$ cat src/rtl/jesd204b_tx_link_ctrl.sv
// JESD204B TX data link sequencer.
// Builds the LMFC from SYSREF and follows the receiver's SYNC~ to step the
// lane through CGS -> ILAS -> user data. It also handles resync requests and
// error-report pulses, and exposes status flags and counters.
//
// Ports:
//   clk              lane word clock
//   reset_n          asynchronous active-low reset
//   enable           link enable; when low the FSM is held in IDLE
//   sysref           SYSREF, synchronous to clk
//   sync_n           receiver SYNC~, active-low, synchronous to clk
//   lmfc             one-cycle LMFC boundary pulse (registered)
//   sync_request     high while in CGS
//   ilas_active      high while in ILAS
//   data_active      high while in DATA
//   state            current FSM state encoding
//   sysref_seen      sticky; set by the first SYSREF rising edge
//   sysref_phase_err sticky; set by a SYSREF edge that is off the LMFC phase
//   resync_count     saturating count of resyncs triggered from DATA
//   err_count        saturating count of short SYNC~ pulses seen in DATA
module jesd204b_tx_link_ctrl #(
  parameter int OCTETS_PER_FR  = 5,
  parameter int FRAMES_PER_MF  = 4,
  parameter int OCTET_PER_SENT = 4,
  parameter int ILAS_MF        = 4,
  parameter int RESYNC_CLKS    = 8
) (
  input  logic       clk,
  input  logic       reset_n,
  input  logic       enable,
  input  logic       sysref,
  input  logic       sync_n,
  output logic       lmfc,
  output logic       sync_request,
  output logic       ilas_active,
  output logic       data_active,
  output logic [2:0] state,
  output logic       sysref_seen,
  output logic       sysref_phase_err,
  output logic [7:0] resync_count,
  output logic [7:0] err_count
);

  localparam int LMFC_CLKS = OCTETS_PER_FR * FRAMES_PER_MF / OCTET_PER_SENT;
  localparam int CW = (LMFC_CLKS > 1) ? $clog2(LMFC_CLKS) : 1;
  localparam int MW = (ILAS_MF > 1) ? $clog2(ILAS_MF) : 1;
  localparam int LW = $clog2(RESYNC_CLKS + 1);
  localparam logic [CW-1:0] LMFC_LAST = CW'(LMFC_CLKS - 1);
  localparam logic [MW-1:0] MF_LAST   = MW'(ILAS_MF - 1);
  localparam logic [LW-1:0] LOW_LAST  = LW'(RESYNC_CLKS - 1);

  typedef enum logic [2:0] {
    IDLE      = 3'd0,
    CGS       = 3'd1,
    ILAS_WAIT = 3'd2,
    ILAS      = 3'd3,
    DATA      = 3'd4
  } state_t;

  state_t        state_q, state_d;
  logic          sysref_d;
  logic          sysref_edge;
  logic [CW-1:0] lmfc_cnt, lmfc_cnt_d;
  logic [MW-1:0] mf_cnt, mf_cnt_d;
  logic [LW-1:0] low_cnt, low_cnt_d;
  logic [7:0]    resync_count_d, err_count_d;

  assign sysref_edge = sysref & ~sysref_d;

  // An edge always realigns to 0; when it arrives with the counter on its
  // last value the realignment matches the free-running wrap, so nothing moves.
  always_comb begin
    lmfc_cnt_d = (lmfc_cnt == LMFC_LAST) ? '0 : lmfc_cnt + 1'b1;
    if (sysref_edge) lmfc_cnt_d = '0;
  end

  // lmfc is registered from the next count so it lines up with lmfc_cnt == 0.
  always_ff @(posedge clk or negedge reset_n) begin
    if (!reset_n) begin
      sysref_d         <= 1'b0;
      lmfc_cnt         <= '0;
      lmfc             <= 1'b0;
      sysref_seen      <= 1'b0;
      sysref_phase_err <= 1'b0;
    end else begin
      sysref_d <= sysref;
      lmfc_cnt <= lmfc_cnt_d;
      lmfc     <= (lmfc_cnt_d == '0);
      if (sysref_edge) begin
        sysref_seen <= 1'b1;
        if (sysref_seen && (lmfc_cnt != LMFC_LAST)) sysref_phase_err <= 1'b1;
      end
    end
  end

  always_ff @(posedge clk or negedge reset_n) begin
    if (!reset_n) begin
      state_q      <= IDLE;
      mf_cnt       <= '0;
      low_cnt      <= '0;
      resync_count <= '0;
      err_count    <= '0;
    end else begin
      state_q      <= state_d;
      mf_cnt       <= mf_cnt_d;
      low_cnt      <= low_cnt_d;
      resync_count <= resync_count_d;
      err_count    <= err_count_d;
    end
  end

  // low_cnt defaults to 0, so it clears on sync_n high and outside DATA.
  always_comb begin
    state_d        = state_q;
    mf_cnt_d       = mf_cnt;
    low_cnt_d      = '0;
    resync_count_d = resync_count;
    err_count_d    = err_count;
    if (!enable) begin
      state_d  = IDLE;
      mf_cnt_d = '0;
    end else begin
      case (state_q)
        IDLE:      if (sysref_seen) state_d = CGS;
        CGS:       if (sync_n) state_d = ILAS_WAIT;
        ILAS_WAIT: begin
          if (!sync_n) state_d = CGS;
          else if (lmfc) begin
            state_d  = ILAS;
            mf_cnt_d = '0;
          end
        end
        ILAS: begin
          if (!sync_n) state_d = CGS;
          else if (lmfc) begin
            if (mf_cnt == MF_LAST) state_d = DATA;
            else mf_cnt_d = mf_cnt + 1'b1;
          end
        end
        DATA: begin
          if (!sync_n) begin
            if (low_cnt == LOW_LAST) begin
              state_d = CGS;
              if (resync_count != 8'hFF) resync_count_d = resync_count + 8'd1;
            end else begin
              low_cnt_d = low_cnt + 1'b1;
            end
          end else if (low_cnt != '0) begin
            if (err_count != 8'hFF) err_count_d = err_count + 8'd1;
          end
        end
        default: state_d = IDLE;
      endcase
    end
  end

  assign state        = state_q;
  assign sync_request = (state_q == CGS);
  assign ilas_active  = (state_q == ILAS);
  assign data_active  = (state_q == DATA);

endmodule

$ cat config.mk
export PLATFORM = sky130hd
export DESIGN_NAME = jesd204b_tx_link_ctrl
export DESIGN_NICKNAME = d
export VERILOG_FILES = /design/src/rtl/jesd204b_tx_link_ctrl.sv
export SDC_FILE = /design/constraint.sdc
export NUM_CORES = 1
export LEC_CHECK = 0
export CAP_MARGIN = 0
export CORE_MARGIN = 10
export CORE_UTILIZATION = 50
export CTS_BUF_LIST = sky130_fd_sc_hd__clkbuf_8
export DETAILED_ROUTE_END_ITERATION = 16
export HOLD_SLACK_MARGIN = 0.03
export MAX_ROUTING_LAYER = met4
export PLACE_DENSITY_LB_ADDON = 0.12
export SLEW_MARGIN = 20
export SYNTH_ARGS = -nofsm -noshare
export SYNTH_HDL_FRONTEND = slang
export SYNTH_SLANG_ARGS = --single-unit
$ cat constraint.sdc
create_clock -name clk -period 2.9 [get_ports clk]
set_clock_uncertainty 0.1 [all_clocks]
set_input_delay 0.29 -clock clk [delete_from_list [all_inputs] [get_ports clk]]
set_output_delay 0.29 -clock clk [all_outputs]
set_load 0.02 [all_outputs]
After elaboration in Yosys (flattened, before gate mapping)
Index checks and enable logic that the tools add are counted.

Register bits: 32. Logic and storage cells: 74. Input port bits: 5. Output and inout bits: 25.

Reductions and logical operators: 9. Add/sub/neg operators: 5. Bitwise logic cells: 3. Muxes and demuxes: 24. Equal/unequal tests: 23.

Operators by type and width (number): $mux W3 (12); $ne A3 B3 Y1 const B (9); $add A8 B1 Y8 const B (2); $mux W4 (4); $ne A8 B8 Y1 const B (2); $pmux W3 S5 (1); $mux W2 (6); $reduce_and A5 Y1 (2); $ne A4 B4 Y1 const B (2); $reduce_and A7 Y1 (1); $eq A3 B2 Y1 const B (2); $eq A3 B3 Y1 const B (2); $logic_not A3 Y1 (2); $reduce_and A6 Y1 (1); $add A4 B1 Y4 const B (1); $eq A4 B3 Y1 const B (1); $ne A4 B3 Y1 const B (1); $pmux W2 S2 (1); $reduce_bool A4 Y1 (1); $add A3 B1 Y3 const B (1); $eq A3 B1 Y1 const B (1); $ne A3 B1 Y1 const B (1); $ne A3 B2 Y1 const B (1); $add A2 B1 Y2 const B (1); other kinds (5) (6).

Depth between registers and ports, before layout
Gate-level depths: netlist of the first run.

Depth in word-level cells: 6. Mapped depth: 7. Gate-level depth less buffers: 7.

Worst setup path before layout of the first run
No wires, ideal clock.

Path kind: register -> register. Start: reg state_q[2] (netlist: state[2]). End: reg resync_count[1]. Cell stages (with the launch flop): 5. Required time: 2675 ps. Setup slack: 769 ps. Period minus slack after synthesis: 2131 ps. Path buffers: 0. Setup time: 125 ps. Arrival time: 1907 ps. Cells stage by stage: dfrtp_1 -> nor3b_4 -> nand3b_4 -> a311oi_4 -> mux2_2.

Word-level cells in the longest chain between the ends: 2.

RTL lines: start: declaration (RTL line 60) `state_t state_q, state_d;`; start signal: assignment (RTL line 104) `state_q <= state_d;`; $eq A3 B3 Y1; via data_active (RTL line 36) `output logic data_active,`; $reduce_and A5 Y1 (no source line); end signal: assignment (RTL line 107) `resync_count <= resync_count_d;`; end: declaration (RTL line 40) `output logic [7:0] resync_count,`.

The timed path passes the listed nets, and every way through them passes these cells. A chain may end at the register's enable or synchronous reset.

Worst setup path in the final report of the first run
Start: reg state_q[1] (netlist: state[1]). End: out ilas_active.

Word-level cells in the longest chain between the ends: 1.

RTL lines: $eq A3 B2 Y1 (RTL line 159) `assign ilas_active = (state_q == ILAS);`; end: declaration (RTL line 35) `output logic ilas_active,`.

Every way passes these cells.

==> results.md, run 1 <==
- The first global-routing pass estimated 5.42 mm of wire.
- The maximum buffer depth of the clock tree is 2.
- The ratio of total power to cell area is 596 mW/mm^2.
- The final wirelength is 3.15 mm.
- The die span in y is 76.4 um.
- The run finished with clean final reports.
- The number of hold violations in the final report came to 0.
- In this run the standard cell core region covers 0.00305 sq mm.
- Including well taps, the total number of placed cells is 218.
- The number of levels the H-tree was split into is 2.
- The transition time of the tightest slew-check pin is 0.555 ns.
- The non-filler instance count after layout is 226.
- The number of nets in the synthesized netlist is 158.
- The boundary pin count is 30.
- The number of buffer cells added on primary ports is 29.
- After clock tree synthesis, the clock-pin slew on the worst setup and hold paths is 0.07 ns.
- The busiest layer in global routing is met2.
- The area growth from synthesis to layout is 27.5%.
- Sorting the synthesized cells by area gives the leading types as sky130_fd_sc_hd__dfrtp_1, sky130_fd_sc_hd__xnor2_1, sky130_fd_sc_hd__ha_1.
- Traced cell by cell, the critical path runs through and2b_1, and2_1, clkdlybuf4s50_1.
- The number of diodes is 0.
- The total power of the final layout is 1.21 mW.
- By count the netlist is led by sky130_fd_sc_hd__dfrtp_1, sky130_fd_sc_hd__nand2_1, sky130_fd_sc_hd__xnor2_1.
- The tool flagged a number of max-cap violations equal to 0.
- The number of buffers added to fix hold violations after cts is 0.
- After synthesis, flip-flops and latches occupy 50.4% of the total area.
- The vias per cell is 5.35.
- For met3 alone, demand over resource in global routing was 4.01%.
- The via count is 1,208.
- The number of synthesized register bits is 32.
- The die covers 0.00583 sq mm.
- The data arrival time of the worst path is 1.92 ns.
- For this run, asynchronously set or reset flops after synthesis account for 100%.
- The fraction of post-synthesis cell area in the top cell type by area is 50.4%.
- Based on the critical path, the design can be clocked at up to 0.432 GHz.
- Setup violations remaining at the end of the flow were counted as 0.
- The largest fanout on the critical path is 9.
- The stage delay of the slowest cell on the critical path is 0.64 ns.
- The layout net count is 193.
- The die width is 76.4 um.
- The number of design-rule violations left by the first detailed-router iteration is 113.
- The share of layout cells above drive strength 1 is 8.79%.
- The tree built by TritonCTS fans out to 32 sinks.
- The congestion estimate from routability-driven global placement came to 0.815.
- The HPWL after detailed placement is 2.29 mm.
- The root buffer cell chosen for the clock tree is sky130_fd_sc_hd__clkbuf_8.
- The most common cell in the synthesized netlist is sky130_fd_sc_hd__dfrtp_1.
- The clock buffer count from CTS is 5.
- The effective utilization at floorplan is 52.0%.
- In this run the mean area of a mapped cell was 10.9 sq um.
- Headroom to the max-slew limit came out at 63.0%.
- Setup repair after global routing left no endpoint under its margin.
- The via count of the first global-routing pass is 1,237.
- Of all cell types, the one taking the most synthesized area is sky130_fd_sc_hd__dfrtp_1.
- Entering global routing, the biggest net connects 33 pins.
- The clock reaches the later pin of the worst-skew pair after 0.28 ns.
- The leakage power is 0.935 nW.
- After detailed routing, the number of remaining DRC violations is 0.
- The worst hold path belongs to the class in -> async.
- The average routed wire per standard cell is 13.9 um.
- The post-CTS repair timing setup buffer count is 0.
- The share of the core filled with cells in the final layout is 66.4%.
- The critical path is of the reg -> out type.
- The total number of yosys warnings is 0.
- The clock tree from TritonCTS is built.
- The number of detailed-route iterations in the first pass is 4.
- The number of enable flip-flop cells after synthesis is 0.
- The global-route met2 utilization is 17.3%.
- The cell area after synthesis is 0.00159 sq mm.
- The total overflow reported by the global router is 0.
- The number of gates resized after CTS is 0.
- For the worst setup path, the data required time is 2.51 ns.
- The largest individual stage delay along the critical path comes from the cell sky130_fd_sc_hd__clkdlybuf4s50_1.
- The minimum hold slack is 0.314 ns.
- The category of the worst setup path capture point is a primary output.
- The synthesized instance count is 146.
- The number of cell rows is 20.
- In the global route stage, overall resource usage came out at 11.3%.
- The number of antenna violations at the first check in global routing is 0.
- The worst setup path is launched from a register.
- The final critical-path share of the clock period is 79.8%.
- The number of max-slew violations in the final report came to 0.
- Adding up every negative setup slack in the final design gives 0 ns.
- The remaining antenna violation count is 0.
- The largest vdd supply drop is 379 uV.
- In this run, distinct cell masters in the synthesized netlist total 38.
- Global routing consumed, on the met1 layer, 12.7% of the routing resources.
- The most used flip-flop cell after synthesis is sky130_fd_sc_hd__dfrtp_1.
- The final critical path time including I/O delays and setup is 2.31 ns.
## area by class of cell
cell class	instances	area (sq um)
clock buffer	6	82.6
fill	256	1030
tap	44	55.1
multi-input combinational	103	746
timing repair buffer	30	298
sequential	32	801
clock inverter	2	10.0
inverter	9	33.8
## per-stage QoR
step | setup slack [ns] | instance area (sq um)
4_1_cts | 0.600 | 2030
6_report | 0.587 | 2030
2_1_floorplan | 0.769 | 1590
3_5_place_dp | 0.603 | 1930
5_1_grt | 0.508 | 2030
3_3_place_gp | 0.663 | 1930
## state kept, by name (all words and copies together), names as in the netlist
register	cells
err_count	8
resync_count	8
low_cnt	4
lmfc_cnt	3
state	3
mf_cnt	2
lmfc	1
sysref_d	1
sysref_phase_err	1
sysref_seen	1
## path summary, 6_finish.rpt
path                                   from               end  slack (ns)  cells past startpoint
setup reg to reg                   state[0]   resync_count[1]        0.78                      4
hold / removal                      reset_n          state[1]        0.31                      2
max in group asynchronous           reset_n          sysref_d        2.10                      2
setup / recovery                   state[1]       ilas_active        0.59                      3
min in group clk           sysref_phase_err  sysref_phase_err        0.39                      1
hold reg to reg            sysref_phase_err  sysref_phase_err        0.39                      1
## power by group
| group | internal (mW) | total [mW] | switching, mW |
|---|---|---|---|
| Clock | 0.189 | 0.346 | 0.157 |
| Sequential | 0.490 | 0.553 | 0.0634 |
| Combinational | 0.144 | 0.308 | 0.164 |
## critical path: cells and delay by family (launching register included)
family | cells | cell delay [ns]
buffers and inverters | 1 | 0.64
DFF | 1 | 0.54
and+or+nand+nor | 2 | 0.46
## kinds of logic after synthesis
| group | Yosys count | share of synthesized area [%] |
|---|---|---|
| DFF | 32 | 50.4 |
| buffers and inverters | 11 | 2.68 |
| xor gates and xnor gates | 15 | 8.27 |
| adders and majority gates | 7 | 5.51 |
| AOI/OAI and AO/OA | 14 | 7.48 |
| and+or+nand+nor | 65 | 24.3 |
| muxes | 2 | 1.42 |
## cells in the final DEF (no fill, tap or decap), drive strengths merged, types with 3 or more instances in the layout
| master | count |
|---|---|
| a21oi | 3 |
| xnor2 | 11 |
| dfrtp | 32 |
| nand3 | 8 |
| ha | 7 |
| clkdlybuf4s50 | 29 |
| inv | 9 |
| nand4 | 8 |
| nor2 | 9 |
| clkbuf | 6 |
| and3 | 6 |
| nand2b | 3 |
| nand2 | 14 |
| xor2 | 4 |
## metal layers
| layer | up-vias | wire length (um) | part of all wire [%] |
|---|---|---|---|
| li1 | 581 | - | - |
| met1 | 588 | 1450 | 46 |
| met2 | 34 | 1460 | 46 |
| met3 | 5 | 183 | 5.8 |
| met4 | 0 | 52 | 1.7 |
| met5 | - | 0 | 0 |
Power figures use the tool's default switching activity.
==> inputs of run 2 (changes only) <==
==> constraint.sdc (replaced) <==
create_clock -name clk -period 2.2 [get_ports clk]
set_clock_uncertainty 0.1 [all_clocks]
set_input_delay 0.22 -clock clk [delete_from_list [all_inputs] [get_ports clk]]
set_output_delay 0.22 -clock clk [all_outputs]
set_load 0.02 [all_outputs]
==> run 2 against run 1 <==
Cell count up 1.8%; die area unchanged; largest power group unchanged; global-route usage up 0.12 points; combinational power up 54%; wire length up 2.4%; critical endpoint is now resync_count[1].
==> results.md, run 2 (synthesis gave the netlist of run 1 again) <==
- The boundary pin count came to 30 (unchanged).
- The largest fanout on the critical path is 9 (unchanged).
- The worst path buffer plus inverter count is 0 (was 1).
- The layout net count is 197 (was 193).
- The number of detailed-route iterations in the first pass is 4 (unchanged).
- The clock root buffer is sky130_fd_sc_hd__clkbuf_8 (unchanged).
- The full die area was 0.00583 sq mm (unchanged).
- The via count is 1,225 (was 1,208).
- The number of max-slew violations in the final report is 0 (unchanged).
- The minimum hold slack is 0.225 ns (was 0.314 ns).
- The classification of the worst setup path is reg -> reg (was reg -> out).
- The total overflow reported by the global router is 0 (unchanged).
- The number of diodes was 0 (unchanged).
- The largest vdd supply drop is 654 uV (was 379 uV).
- The leakage power is 0.992 nW (was 0.935 nW).
- The placer's final routability congestion estimate is 0.791 (was 0.815).
- The most common cell after layout, fill and taps aside is sky130_fd_sc_hd__dfrtp_1 (unchanged).
- The number of hold violations in the final report came to 0 (unchanged).
- The number of antenna violations at the first check in global routing came to 0 (unchanged).
- The share of the core filled with cells in the final layout is 68.5% (was 66.4%).
- The remaining antenna violation count came to 0 (unchanged).
- The maximum buffer depth of the clock tree is 2 (unchanged).
- Setup repair after global routing missed its margin: false (unchanged).
- The data arrival time of the worst path is 2.13 ns (was 1.92 ns).
- The transition time of the tightest slew-check pin came to 0.548 ns (was 0.555 ns).
- The number of buffers added to fix hold violations after cts is 0 (unchanged).
- The family of cells with the greatest summed delay on the critical path was simple AND/OR/NAND/NOR gates (was buffers and inverters).
- The vias per cell is 5.33 (was 5.35).
- The standard cell with the maximum stage delay on the critical path is sky130_fd_sc_hd__dfrtp_1 (was sky130_fd_sc_hd__clkdlybuf4s50_1).
- The clock tree from TritonCTS is built (unchanged).
- The final worst slack is 0.144 ns (was 0.587 ns).
- The non-filler instance count after layout is 230 (was 226).
- The routed design could run at a clock period as short as 2.06 ns.
- The clock net sink count is 32 (unchanged).
- The number of buffer cells added on primary ports was 29 (unchanged).
- The post-layout instance area is 0.00209 sq mm (was 0.00203 sq mm).
- The effective utilization at floorplan came to 52.0% (unchanged).
- The final setup violation count came to 0 (unchanged).
- The via count of the first global-routing pass is 1,212 (was 1,237).
- The fill cell total of the finished layout is 258 (was 256).
- The remaining max-slew budget at the tightest pin came to 63.5% (was 63.0%).
- The later-pin clock latency in the skew report is 0.28 ns (about the same).
- The number of levels the H-tree was split into came to 2 (unchanged).
- The total core area is 0.00305 sq mm (unchanged).
- The clock-pin slew of the registers on the worst-case setup and hold paths was 0.07 ns (about the same).
- The number of design-rule violations left by the first detailed-router iteration is 89 (was 113).
- The area growth from synthesis to layout is 31.6% (was 27.5%).
- Commonest cells after routing, fill and taps aside: sky130_fd_sc_hd__dfrtp_1, sky130_fd_sc_hd__clkdlybuf4s50_1, sky130_fd_sc_hd__nand2_1 (unchanged).
- The average routed wire per standard cell came to 14.0 um (was 13.9 um).
- Static timing analysis puts the maximum clock frequency at 0.486 GHz.
- The max-capacitance violation count came to 0 (unchanged).
- The final total negative setup slack is 0 ns (unchanged).
- The DRC violation count after routing was 0 (unchanged).
- The total power of the final layout was 1.78 mW (was 1.21 mW).
- Status: complete, no violations (unchanged).
- The placed instance area is 0.00196 sq mm (was 0.00193 sq mm).
- The die width is 76.4 um (unchanged).
- Critical-path cell list: nor3b_4, nand3b_4, a311oi_4, mux2_2 (was and2b_1, and2_1, clkdlybuf4s50_1).
- The global-route usage over all layers is 11.4% (was 11.3%).
- The type of the most critical hold path is in -> async (unchanged).
- The element type at the critical path start is a register (unchanged).
- The worst setup slack before clock tree synthesis is 0.109 ns (was 0.603 ns).
- The final wirelength is 3.22 mm (was 3.15 mm).
- The stage delay of the slowest cell on the critical path was 0.49 ns (was 0.64 ns).
- The category of the worst setup path capture point is a register (was primary output).
- The maximum number of pins on one net before global-route repair was 33 (unchanged).
- The share of layout cells above drive strength 1 is 10.8% (was 8.79%).
- Biggest regs: err_count x8, resync_count x8, low_cnt x4 (unchanged).
- The number of cell rows is 20 (unchanged).
- The clock buffer count from CTS is 5 (unchanged).
- The final critical-path share of the clock period is 93.5%.
- The ratio of total power to cell area is 851 mW/mm^2 (was 596 mW/mm^2).
- The die span in y was 76.4 um (unchanged).
- The HPWL after detailed placement is 2.35 mm (was 2.29 mm).
- The critical path data required time is 2.27 ns (was 2.51 ns).
- The placed instance count was 221 (was 218).
- The wire length of the first global-routing pass was 5.45 mm (was 5.42 mm).
-- run 2: changes by cell type in the layout (fill, tap and decap cells not counted) --
cell,before,now
sky130_fd_sc_hd__dlygate4sd2_1,0,1
sky130_fd_sc_hd__clkbuf_8,6,7
sky130_fd_sc_hd__clkinv_2,2,0
sky130_fd_sc_hd__bufinv_16,0,1
sky130_fd_sc_hd__buf_4,1,5
sky130_fd_sc_hd__clkdlybuf4s50_1,29,27
sky130_fd_sc_hd__dlymetal6s2s_1,0,1
-- run 2: report_power, final --
group          internal [mW]  switching [mW]  leakage (nW)
Sequential             0.646          0.0485         0.426
Clock                  0.399           0.212        0.0645
Combinational          0.210           0.263         0.501
-- run 2: cell type report --
class	count	area, sq um	area share (%)
timing repair buffer	34	329	15.7
inverter	9	33.8	1.62
clock inverter	1	30.0	1.44
multi-input combinational	103	746	35.7
clock buffer	7	96.3	4.61
tap	44	55.1	2.63
sequential	32	801	38.3
-- run 2: what timing repair did --
item | 4_1_cts | 5_1_grt
setup endpoints to repair | 1 | 2
resized for setup | 1 | 1
setup buffers | 0 | 1
-- run 2: worst paths after layout --
kind                                        from               end  slack, ns  cells past startpoint
worst max-delay path                    state[2]   resync_count[1]       0.14                      4
worst min-delay path                     reset_n          state[1]       0.22                      2
worst max register to register          state[2]   resync_count[1]       0.14                      4
worst min register to register  sysref_phase_err  sysref_phase_err       0.37                      1
max in group asynchronous                reset_n        low_cnt[3]       1.49                      2
min in group clk                          sysref          sysref_d       0.36                      1
-- run 2: metal layers --
metal  part of all wire [%]  track usage [%]  up-vias
met5                      0                -        -
met4                   0.62             2.79        0
met3                    6.8             6.01        4
met2                     48             18.1       34
met1                     45             12.4      599
li1                       -                -      588
-- run 2: worst register-to-register path, cell delays in order, from the launching register on --
cell                       delay (ns)
sky130_fd_sc_hd__dfrtp_1         0.49
sky130_fd_sc_hd__nor3b_4         0.37
sky130_fd_sc_hd__nand3b_4        0.15
sky130_fd_sc_hd__a311oi_4        0.46
sky130_fd_sc_hd__mux2_2          0.38
